--- src/rtl/fetch_unit_pkg.sv ---
// Shared constants, state encoding and helpers for the instruction fetch path.
// Imported by fetch_unit and fetch_buffer.
package fetch_unit_pkg;

  localparam int IMEM_ADDR_W = 8;
  localparam int INST_W = 8;
  localparam logic [IMEM_ADDR_W-1:0] FETCH_RESET_PC = 8'h00;

  localparam int INST_OPCODE_MSB = 7;
  localparam int INST_OPCODE_LSB = 3;
  localparam int OPCODE_W = INST_OPCODE_MSB - INST_OPCODE_LSB + 1;

  typedef enum logic [1:0] {
    FETCH_IDLE = 2'd0,
    FETCH_WAIT = 2'd1,
    FETCH_DROP = 2'd2
  } fetch_state_e;

  function automatic logic [OPCODE_W-1:0] opcode_of(
    input logic [INST_W-1:0] i
  );
    return i[INST_OPCODE_MSB:INST_OPCODE_LSB];
  endfunction

endpackage

--- src/rtl/fetch_buffer.sv ---
// Two-entry FIFO of {pc, inst}; entry 0 is always the head.
// Flush wins over push and pop in the same cycle.
module fetch_buffer
  import fetch_unit_pkg::*;
#(
  parameter int ADDR_W = IMEM_ADDR_W
) (
  input  logic              clk,
  input  logic              rst,
  input  logic              push_i,
  input  logic [ADDR_W-1:0] push_pc_i,
  input  logic [INST_W-1:0] push_inst_i,
  input  logic              pop_i,
  input  logic              flush_i,
  output logic [1:0]        count_o,
  output logic [ADDR_W-1:0] head_pc_o,
  output logic [INST_W-1:0] head_inst_o
);

  logic [ADDR_W-1:0] pc_q [2];
  logic [INST_W-1:0] inst_q [2];
  logic [1:0]        count_q;

  logic       do_pop;
  logic       do_push;
  logic [1:0] after_pop;

  assign do_pop    = pop_i & (count_q != 2'd0);
  assign do_push   = push_i & ((count_q != 2'd2) | do_pop);
  assign after_pop = count_q - {1'b0, do_pop};

  always_ff @(posedge clk or posedge rst) begin
    if (rst) begin
      count_q   <= 2'd0;
      pc_q[0]   <= '0;
      pc_q[1]   <= '0;
      inst_q[0] <= '0;
      inst_q[1] <= '0;
    end else if (flush_i) begin
      count_q <= 2'd0;
    end else begin
      if (do_pop) begin
        pc_q[0]   <= pc_q[1];
        inst_q[0] <= inst_q[1];
      end
      // Write slot is the first free one once the pop has shifted.
      if (do_push) begin
        pc_q[after_pop[0]]   <= push_pc_i;
        inst_q[after_pop[0]] <= push_inst_i;
      end
      count_q <= after_pop + {1'b0, do_push};
    end
  end

  assign count_o     = count_q;
  assign head_pc_o   = pc_q[0];
  assign head_inst_o = inst_q[0];

endmodule

--- src/rtl/fetch_unit.sv ---
// Instruction fetch: one outstanding byte read, 2-entry instruction buffer,
// redirect flushes the buffer and discards any in-flight response.
module fetch_unit
  import fetch_unit_pkg::*;
#(
  parameter int                ADDR_W   = IMEM_ADDR_W,
  parameter logic [ADDR_W-1:0] RESET_PC = FETCH_RESET_PC
) (
  input  logic              clk,
  input  logic              rst,
  output logic              imem_req,
  output logic [ADDR_W-1:0] imem_addr,
  input  logic              imem_rvalid,
  input  logic [INST_W-1:0] imem_rdata,
  output logic              inst_valid,
  input  logic              inst_ready,
  output logic [INST_W-1:0] inst,
  output logic [4:0]        inst_opcode,
  output logic [ADDR_W-1:0] inst_pc,
  input  logic              redirect_en,
  input  logic [ADDR_W-1:0] redirect_pc
);

  fetch_state_e      state_q;
  logic [ADDR_W-1:0] fetch_pc_q;
  logic [ADDR_W-1:0] fetch_pc_d;
  logic [ADDR_W-1:0] req_pc_q;

  logic [1:0]        count;
  logic [ADDR_W-1:0] head_pc;
  logic [INST_W-1:0] head_inst;
  logic              push;
  logic              pop;

  // Issuing only from IDLE with count < 2 reserves a slot for the reply.
  assign imem_req  = ~rst & (state_q == FETCH_IDLE)
                   & ~redirect_en & ~count[1];
  assign imem_addr = fetch_pc_q;

  assign push = (state_q == FETCH_WAIT) & imem_rvalid;
  assign pop  = inst_valid & inst_ready;

  always_comb begin
    fetch_pc_d = fetch_pc_q;
    if (redirect_en) fetch_pc_d = redirect_pc;
    else if (imem_req) fetch_pc_d = fetch_pc_q + ADDR_W'(1);
  end

  always_ff @(posedge clk or posedge rst) begin
    if (rst) begin
      fetch_pc_q <= RESET_PC;
      req_pc_q   <= '0;
    end else begin
      fetch_pc_q <= fetch_pc_d;
      if (imem_req) req_pc_q <= fetch_pc_q;
    end
  end

  always_ff @(posedge clk or posedge rst) begin
    if (rst) begin
      state_q <= FETCH_IDLE;
    end else if (redirect_en) begin
      state_q <= (state_q != FETCH_IDLE && !imem_rvalid)
               ? FETCH_DROP : FETCH_IDLE;
    end else begin
      unique case (state_q)
        FETCH_IDLE: if (imem_req) state_q <= FETCH_WAIT;
        FETCH_WAIT,
        FETCH_DROP: if (imem_rvalid) state_q <= FETCH_IDLE;
        default:    state_q <= FETCH_IDLE;
      endcase
    end
  end

  fetch_buffer #(.ADDR_W(ADDR_W)) u_buf (
    .clk         (clk),
    .rst         (rst),
    .push_i      (push),
    .push_pc_i   (req_pc_q),
    .push_inst_i (imem_rdata),
    .pop_i       (pop),
    .flush_i     (redirect_en),
    .count_o     (count),
    .head_pc_o   (head_pc),
    .head_inst_o (head_inst)
  );

  assign inst_valid  = (count != 2'd0);
  assign inst        = inst_valid ? head_inst : '0;
  assign inst_pc     = inst_valid ? head_pc : '0;
  assign inst_opcode = opcode_of(inst);

endmodule

--- config.mk ---
export PLATFORM = sky130hd
export DESIGN_NAME = fetch_unit
export DESIGN_NICKNAME = d
export VERILOG_FILES = /design/src/rtl/fetch_unit_pkg.sv /design/src/rtl/fetch_buffer.sv /design/src/rtl/fetch_unit.sv
export SDC_FILE = /design/constraint.sdc
export NUM_CORES = 1
export LEC_CHECK = 0
export ABC_CLOCK_PERIOD_IN_PS = 2700
export BUFFER_PORTS_ARGS = -buffer_cell sky130_fd_sc_hd__clkbuf_2
export CAP_MARGIN = 20
export CORE_ASPECT_RATIO = 2
export CORE_MARGIN = 3
export CORE_UTILIZATION = 55
export DETAILED_ROUTE_END_ITERATION = 7
export GPL_ROUTABILITY_DRIVEN = 0
export GPL_TIMING_DRIVEN = 0
export PLACE_DENSITY = 0.9
export SLEW_MARGIN = 20
export SYNTH_ARGS = -nofsm -noshare
export SYNTH_HDL_FRONTEND = slang
export SYNTH_SLANG_ARGS = --single-unit
--- constraint.sdc ---
create_clock -name clk -period 2.7 [get_ports clk]
set_input_delay 0.135 -clock clk [delete_from_list [all_inputs] [get_ports clk]]
set_output_delay 0.135 -clock clk [all_outputs]
set_load 0.02 [all_outputs]
==> summary.txt, run 1 <==
Timing
  • Endpoints failing hold: 0
  • Final Skew: 0.01095 ns
  • Slew headroom: about 59%
  • Tightest Pin Transition: 0.6065 ns
  • Fin crit period: about 2.6 ns
  • Final Cycle Share: between 90% and 100%
  • RSZ-0062 raised after global routing: no
  • Max Fclk: roughly 390 MHz
  • Max-slew violation count: 0
  • Final Setup Violations: 0

Critical path
  • Cells on worst reg2reg path: 9
  • Critical path, cell by cell: buf_4, o21a_2, clkbuf_2, ha_1, and4b_1, and2_4, buf_6, buf_6, o311ai_2
  • FF-to-FF End: u_buf.head_inst_o[6]$_DFFE_PP0N_
  • Crit. End Element: flip-flop
  • WS Path Type: reg2reg
  • Worst-path fanout max: 10
  • Critical Path RT: 2.87 ns
  • Slowest-stage cell, CP: and4b_1
  • Worst r2r src: u_buf.count_o[1]$_DFF_PP0_
  • Worst Setup EP: u_buf.head_inst_o[6]$_DFFE_PP0N_
  • Crit path from: u_buf.count_o[1]$_DFF_PP0_
  • Max incr delay on CP: 0.41 ns
  • Reg2Reg Setup Slack: 0.13 ns
  • Critical Path AT: 2.74 ns
  • CP Launch Type: flip-flop
  • Crit-path most repeated cell: buf_6

Routing
  • Via-to-Cell Ratio: 5.937
  • Detailed-route via count: approximately 2,200
  • Avg WL per Cell: 17.45 µm
  • Routed WL: 6371 µm
  • Routed Antenna Nets: 0
  • Residual DRC: 0
  • DRT Pass-1 Iters: 4
  • Drt initial violations: 84

Synth
  • Number of synthesized register bits: 52
  • Distinct cells, synth: 39
  • Sequential fraction of the synthesis area: around half
  • Synth warn: 0
  • Synth Cell Area: approximately 2700 µm²
  • Cells after Synth: 252
  • Synth top area share: 48.13%
  • Area contributors post-synth: dfrtp_1 48%, mux2_2 9.6%, o311ai_2 6.0%
  • Synth Net Count: 278
  • Synthesized area per cell: 10.73 µm²
  • Yosys top cell by area: dfrtp_1

Power
  • PnR Total Power: 3.030 mW
  • Power density cells: 944.5 nW/µm²
  • Max rail drop VDD: 659.7 µV
  • Leak Pwr: around 1.5 nW

GRT
  • Global-route wire length before repair: around 11,000 µm
  • Initial antenna violation count: 0
  • GRT Util Overall: 23.46%
  • Vias in the first global route: 2,307
  • Grt ovf: 0
  • Pin count of the biggest net entering global routing: 28

Clock tree
  • Worst skew pair latency: 0.31 ns
  • CTS H-tree lvls: 2
  • Num CTS Buffers: 5
  • Clock root buffer master: clkbuf_8
  • Clock sinks: 52
  • Clk buf depth: 2
  • Setup Fix Bufs, Post-CTS: 0
  • CTS tree: done
  • Clock transition at path regs: roughly 0.1 ns

Cells and area
  • Nets: 335
  • Area Overhead vs Synth: 18.65%
  • Multi-input gate area: about 1200 µm²
  • Share of cells above drive strength 1: about 36%
  • Storage cell area: 1301 µm²
  • # fillers: 348
  • Final Cell Area: 3208 µm²
  • Most frequent cells in the layout: 52 x clkbuf_2, 52 x dfrtp_1, 23 x mux2_2
  • # diodes: 0

Floorplanning
  • Cell Rows: 35
  • Initial core utilization: 57.70%
  • Die ar.: 5845 µm²
  • Core box area: 4686 µm²
  • # IOs: 52
  • Die height: 105.2 µm
  • Die Wd: between 50 and 60 µm

Placement
  • Post-Place Cell Area: 3043 µm²
  • IO Port Bufs: 50
  • Hpwl dp: ~4600 µm

Outcome
  • Status: finished clean

Worst hold path
  • Hold Path Class: in2reg

Flow run
  • Max-cap violation count: 0
==> layer usage <==
layer	vias up	track usage (%)	share of wire, %
met5	-	0	0
met4	0	7.826	2.0
met3	13	4.079	4.7
met2	85	44.83	56
met1	1056	25.02	37
li1	1013	-	-
==> through the flow <==
step | std cells | hold slack (ns) | setup WS (ns) | TNS (ns) | utilization, %
final | 365 | 0.02707 | 0.1302 | 0 | 68.46
after global routing | 365 | 0.03913 | 0.01262 | 0 | 68.46
after CTS | 365 | 0.02474 | 0.08290 | 0 | 68.44
after detailed placement | 358 | 0.2637 | -0.2116 | -2.864 | 64.94
after global placement | 357 | 0.3396 | -0.1671 | -1.557 | 64.51
after floorplan | 252 | 0.2241 | 0.2447 | 0 | -
==> Yosys cell counts <==
| cell | instances |
|---|---|
| mux2_1 | 1 |
| nand2b_1 | 1 |
| xnor2_1 | 3 |
| and4b_1 | 1 |
| o31ai_1 | 2 |
| nor2_1 | 21 |
| ha_1 | 5 |
| mux2_2 | 23 |
| o311ai_1 | 6 |
| mux2i_1 | 1 |
| o311ai_2 | 10 |
| and2_1 | 2 |
| or3b_1 | 1 |
| o221a_2 | 1 |
| nor3b_1 | 1 |
| dfrtp_1 | 52 |
| xor2_1 | 1 |
| o22ai_1 | 1 |
| nand4_1 | 17 |
| nor4bb_1 | 1 |
| inv_1 | 22 |
| and3_1 | 1 |
| nand3_1 | 22 |
| o21a_1 | 2 |
| nand2_1 | 9 |
| a31oi_1 | 2 |
| or4_1 | 5 |
| clkinv_1 | 1 |
| o211ai_1 | 3 |
| and2_4 | 1 |
| buf_2 | 3 |
| nand4_2 | 1 |
| nor2b_1 | 2 |
| nand4bb_1 | 1 |
| buf_4 | 7 |
| nor3_1 | 1 |
| o21ai_0 | 4 |
| clkbuf_1 | 11 |
| buf_6 | 3 |
==> worst max-delay path, delay by kind of cell, from the launching register on <==
family	cells	cell delay, ns
buffers and inverters	4	0.68
AND/OR/NAND/NOR	2	0.62
AO/OA/AOI/OAI	2	0.39
flip-flops	1	0.38
adder cells (fa/ha/maj)	1	0.38
==> worst min path at each step <==
stage                                           to  slack [ns]  depth (start not counted)           start
after global placement    imem_addr[1]$_DFFE_PP0P_        0.34                          3  redirect_pc[1]
after global routing      imem_addr[3]$_DFFE_PP0P_        0.04                          3  redirect_pc[3]
after CTS                 imem_addr[3]$_DFFE_PP0P_        0.02                          3  redirect_pc[3]
after detailed placement  imem_addr[2]$_DFFE_PP0P_        0.26                          2             rst
after floorplan             state_q[1]$_DFFE_PP0P_        0.22                          1     imem_rvalid
final                     imem_addr[1]$_DFFE_PP0P_        0.03                          3  redirect_pc[1]
==> timing repair <==
action | CTS | global route
setup endpoints to repair | 26 | 11
hold buffers | 1 | 0
hold endpoints to repair | 25 | 0
gates resized for setup | 2 | 1
==> kinds of logic after synthesis <==
kind of cell	count (synthesis)	share of synthesized area, %
and+or+nand+nor	88	17.68
DFF	52	48.13
buffers and inverters	47	8.468
AOI/OAI and AO/OA	31	11.75
muxes	25	10.37
adders and majority gates	5	2.314
xor gates and xnor gates	4	1.296
==> cell type report <==
| cell class | count | area share, % |
|---|---|---|
| tap | 55 | 2.145 |
| timing repair buffer | 52 | 8.736 |
| inverter | 23 | 2.691 |
| buffer | 22 | 4.290 |
| multi-input combinational | 153 | 36.62 |
| clock buffer | 5 | 2.145 |
| clock inverter | 3 | 2.808 |
| sequential | 52 | 40.56 |
==> power breakdown <==
| group | internal, mW | leakage [nW] | switching (mW) |
|---|---|---|---|
| clock network | 0.463 | 0.0784 | 0.259 |
| logic | 0.475 | 0.766 | 0.602 |
| registers | 1.06 | 0.666 | 0.170 |
| total | 2.00 | 1.51 | 1.03 |
Power figures use the tool's default switching activity.
==> inputs of run 2 (changes only) <==
==> constraint.sdc (replaced) <==
create_clock -name clk -period 2.7 [get_ports clk]
set_input_delay 0.405 -clock clk [delete_from_list [all_inputs] [get_ports clk]]
set_output_delay 0.405 -clock clk [all_outputs]
set_load 0.02 [all_outputs]
==> summary.txt, run 2 (synthesized netlist as in run 1, its figures left out) <==
Critical path
  • Crit. End Element: flip-flop
  • WS Path Type: reg2reg
  • Cells on worst reg2reg path: 9
  • Critical Path RT: 2.88 ns
  • Worst-path fanout max: 10
  • Reg2Reg Setup Slack: 0.12 ns
  • CP Launch Type: flip-flop
  • Critical Path AT: 2.75 ns

Clock tree
  • CTS H-tree lvls: 2
  • Hold Buf Count CTS: 0
  • CTS tree: done
  • Clk buf depth: 2
  • Worst skew pair latency: 0.31 ns
  • Clock transition at path regs: 0.10 ns
  • Clock sinks: 52
  • Num CTS Buffers: 5
  • Post-CTS Resized: 2
  • Clock root buffer master: clkbuf_8
  • Setup Fix Bufs, Post-CTS: 0

Cells and area
  • Area Overhead vs Synth: 18.28%
  • Most frequent cells in the layout: 52 x clkbuf_2, 52 x dfrtp_1, 23 x mux2_2
  • # diodes: 0
  • Final Cell Area: 3198 µm²
  • Nets: 334
  • Share of cells above drive strength 1: 36.25%
  • Finished Layout Cells: 364

Timing
  • Crit path setup slack, layout: 0.1210 ns
  • Max Fclk: 387.7 MHz
  • Final Skew: approximately 0.012 ns
  • Tightest Pin Transition: 0.5972 ns
  • Final Cycle Share: 95.52%
  • Slew headroom: 60.04%
  • Fin crit period: 2.579 ns
  • Final Setup Violations: 0
  • Max-slew violation count: 0
  • RSZ-0062 raised after global routing: no
  • Endpoints failing hold: 0

GRT
  • GRT Util Overall: 23.41%
  • Vias in the first global route: 2,295
  • Global-route wire length before repair: 10,950 µm
  • Grt ovf: 0
  • Pin count of the biggest net entering global routing: 28
  • Initial antenna violation count: 0

Power
  • Comb pwr share: ~35%
  • PnR Total Power: roughly 3.0 mW
  • Switching pwr: about 1 mW
  • Leak Pwr: 1.506 nW
  • Net Sw Frac: 34.01%
  • Power share of the clock group: 23.9%
  • Seq pwr share: 40.7%
  • P_int: 1.998 mW
  • Power density cells: about 950 nW/µm²
  • Max rail drop VDD: 657.0 µV

Placement
  • IO Port Bufs: 50
  • Placed Cells: 358
  • Pre-CTS setup slack: -0.2530 ns
  • Post-Place Cell Area: ~3000 µm²
  • Hpwl dp: around 4600 µm

Routing
  • Via-to-Cell Ratio: about 6
  • Detailed-route via count: 2,170
  • Routed Antenna Nets: 0
  • Residual DRC: 0
  • Avg WL per Cell: 17.45 µm
  • Routed WL: 6351 µm
  • Drt initial violations: 73
  • DRT Pass-1 Iters: 4

Floorplanning
  • Die ar.: 5845 µm²
  • Cell Rows: 35
  • Die height: ~110 µm
  • Die Wd: 55.58 µm
  • Initial core utilization: 57.70%
  • # IOs: 52
  • Core box area: 4686 µm²

Flow run
  • Max-cap violation count: 0

Outcome
  • Status: finished clean

Worst hold path
  • Hold Path Class: in2async
-- run 2: critical path, stage by stage, from the launching register on --
cell and delay [ns]:
dfrtp_1 0.38, buf_4 0.16, o21a_2 0.27, clkbuf_2 0.23, ha_1 0.38, and4b_1 0.42, and2_4 0.21, buf_6 0.12
buf_6 0.17, o311ai_2 0.12
-- run 2: stage by stage --
stage	hold slack, ns	setup TNS (ns)	util, %
after floorplan	0.4649	0	-
after global placement	0.4747	-2.653	64.51
after detailed placement	0.4891	-3.940	64.94
after CTS	0.1936	0	68.22
after global routing	0.2260	0	68.25
final	0.1819	0	68.25
-- run 2: worst paths after layout --
kind	start	to
max	u_buf.count_o[1]$_DFF_PP0_	u_buf.head_inst_o[6]$_DFFE_PP0N_
min	rst	imem_addr[1]$_DFFE_PP0P_
max reg2reg	u_buf.count_o[1]$_DFF_PP0_	u_buf.head_inst_o[6]$_DFFE_PP0N_
min reg2reg	flip-flop	flip-flop
max in group asynchronous	rst	u_buf.head_pc_o[3]$_DFFE_PP0N_
min in group clk	redirect_pc[1]	imem_addr[1]$_DFFE_PP0P_
-- run 2: power by group through the flow --
| stage | clock network (mW) | logic [mW] | registers, mW |
|---|---|---|---|
| detailed placement | 0 | 1.07 | 1.24 |
| floorplan | 0 | 0.784 | 1.21 |
| finish | 0.723 | 1.07 | 1.23 |
| CTS | 0.731 | 1.08 | 1.23 |
| global placement | 0 | 1.02 | 1.21 |
| global route | 0.764 | 1.17 | 1.26 |
-- run 2: per-layer routing --
metal	wire length, µm	up-vias	track usage [%]	part of all wire (%)
met5	0	-	0	0
met4	113	0	7.826	1.8
met3	346	11	4.079	5.4
met2	3584	98	44.66	56
met1	2307	1052	25.02	36
li1	-	1009	-	-
-- run 2: area by class of cell --
| type | count | area (µm²) |
|---|---|---|
| Multi-Input combinational cell | 153 | 1175 |
| Sequential cell | 52 | 1301 |
| Inverter | 23 | 86.33 |
| Clock buffer | 5 | 68.82 |
| Fill cell | 349 | 1488 |
| Buffer | 22 | 137.6 |
| Clock inverter | 3 | 90.09 |
| Tap cell | 55 | 68.82 |
| Timing Repair Buffer | 51 | 270.3 |
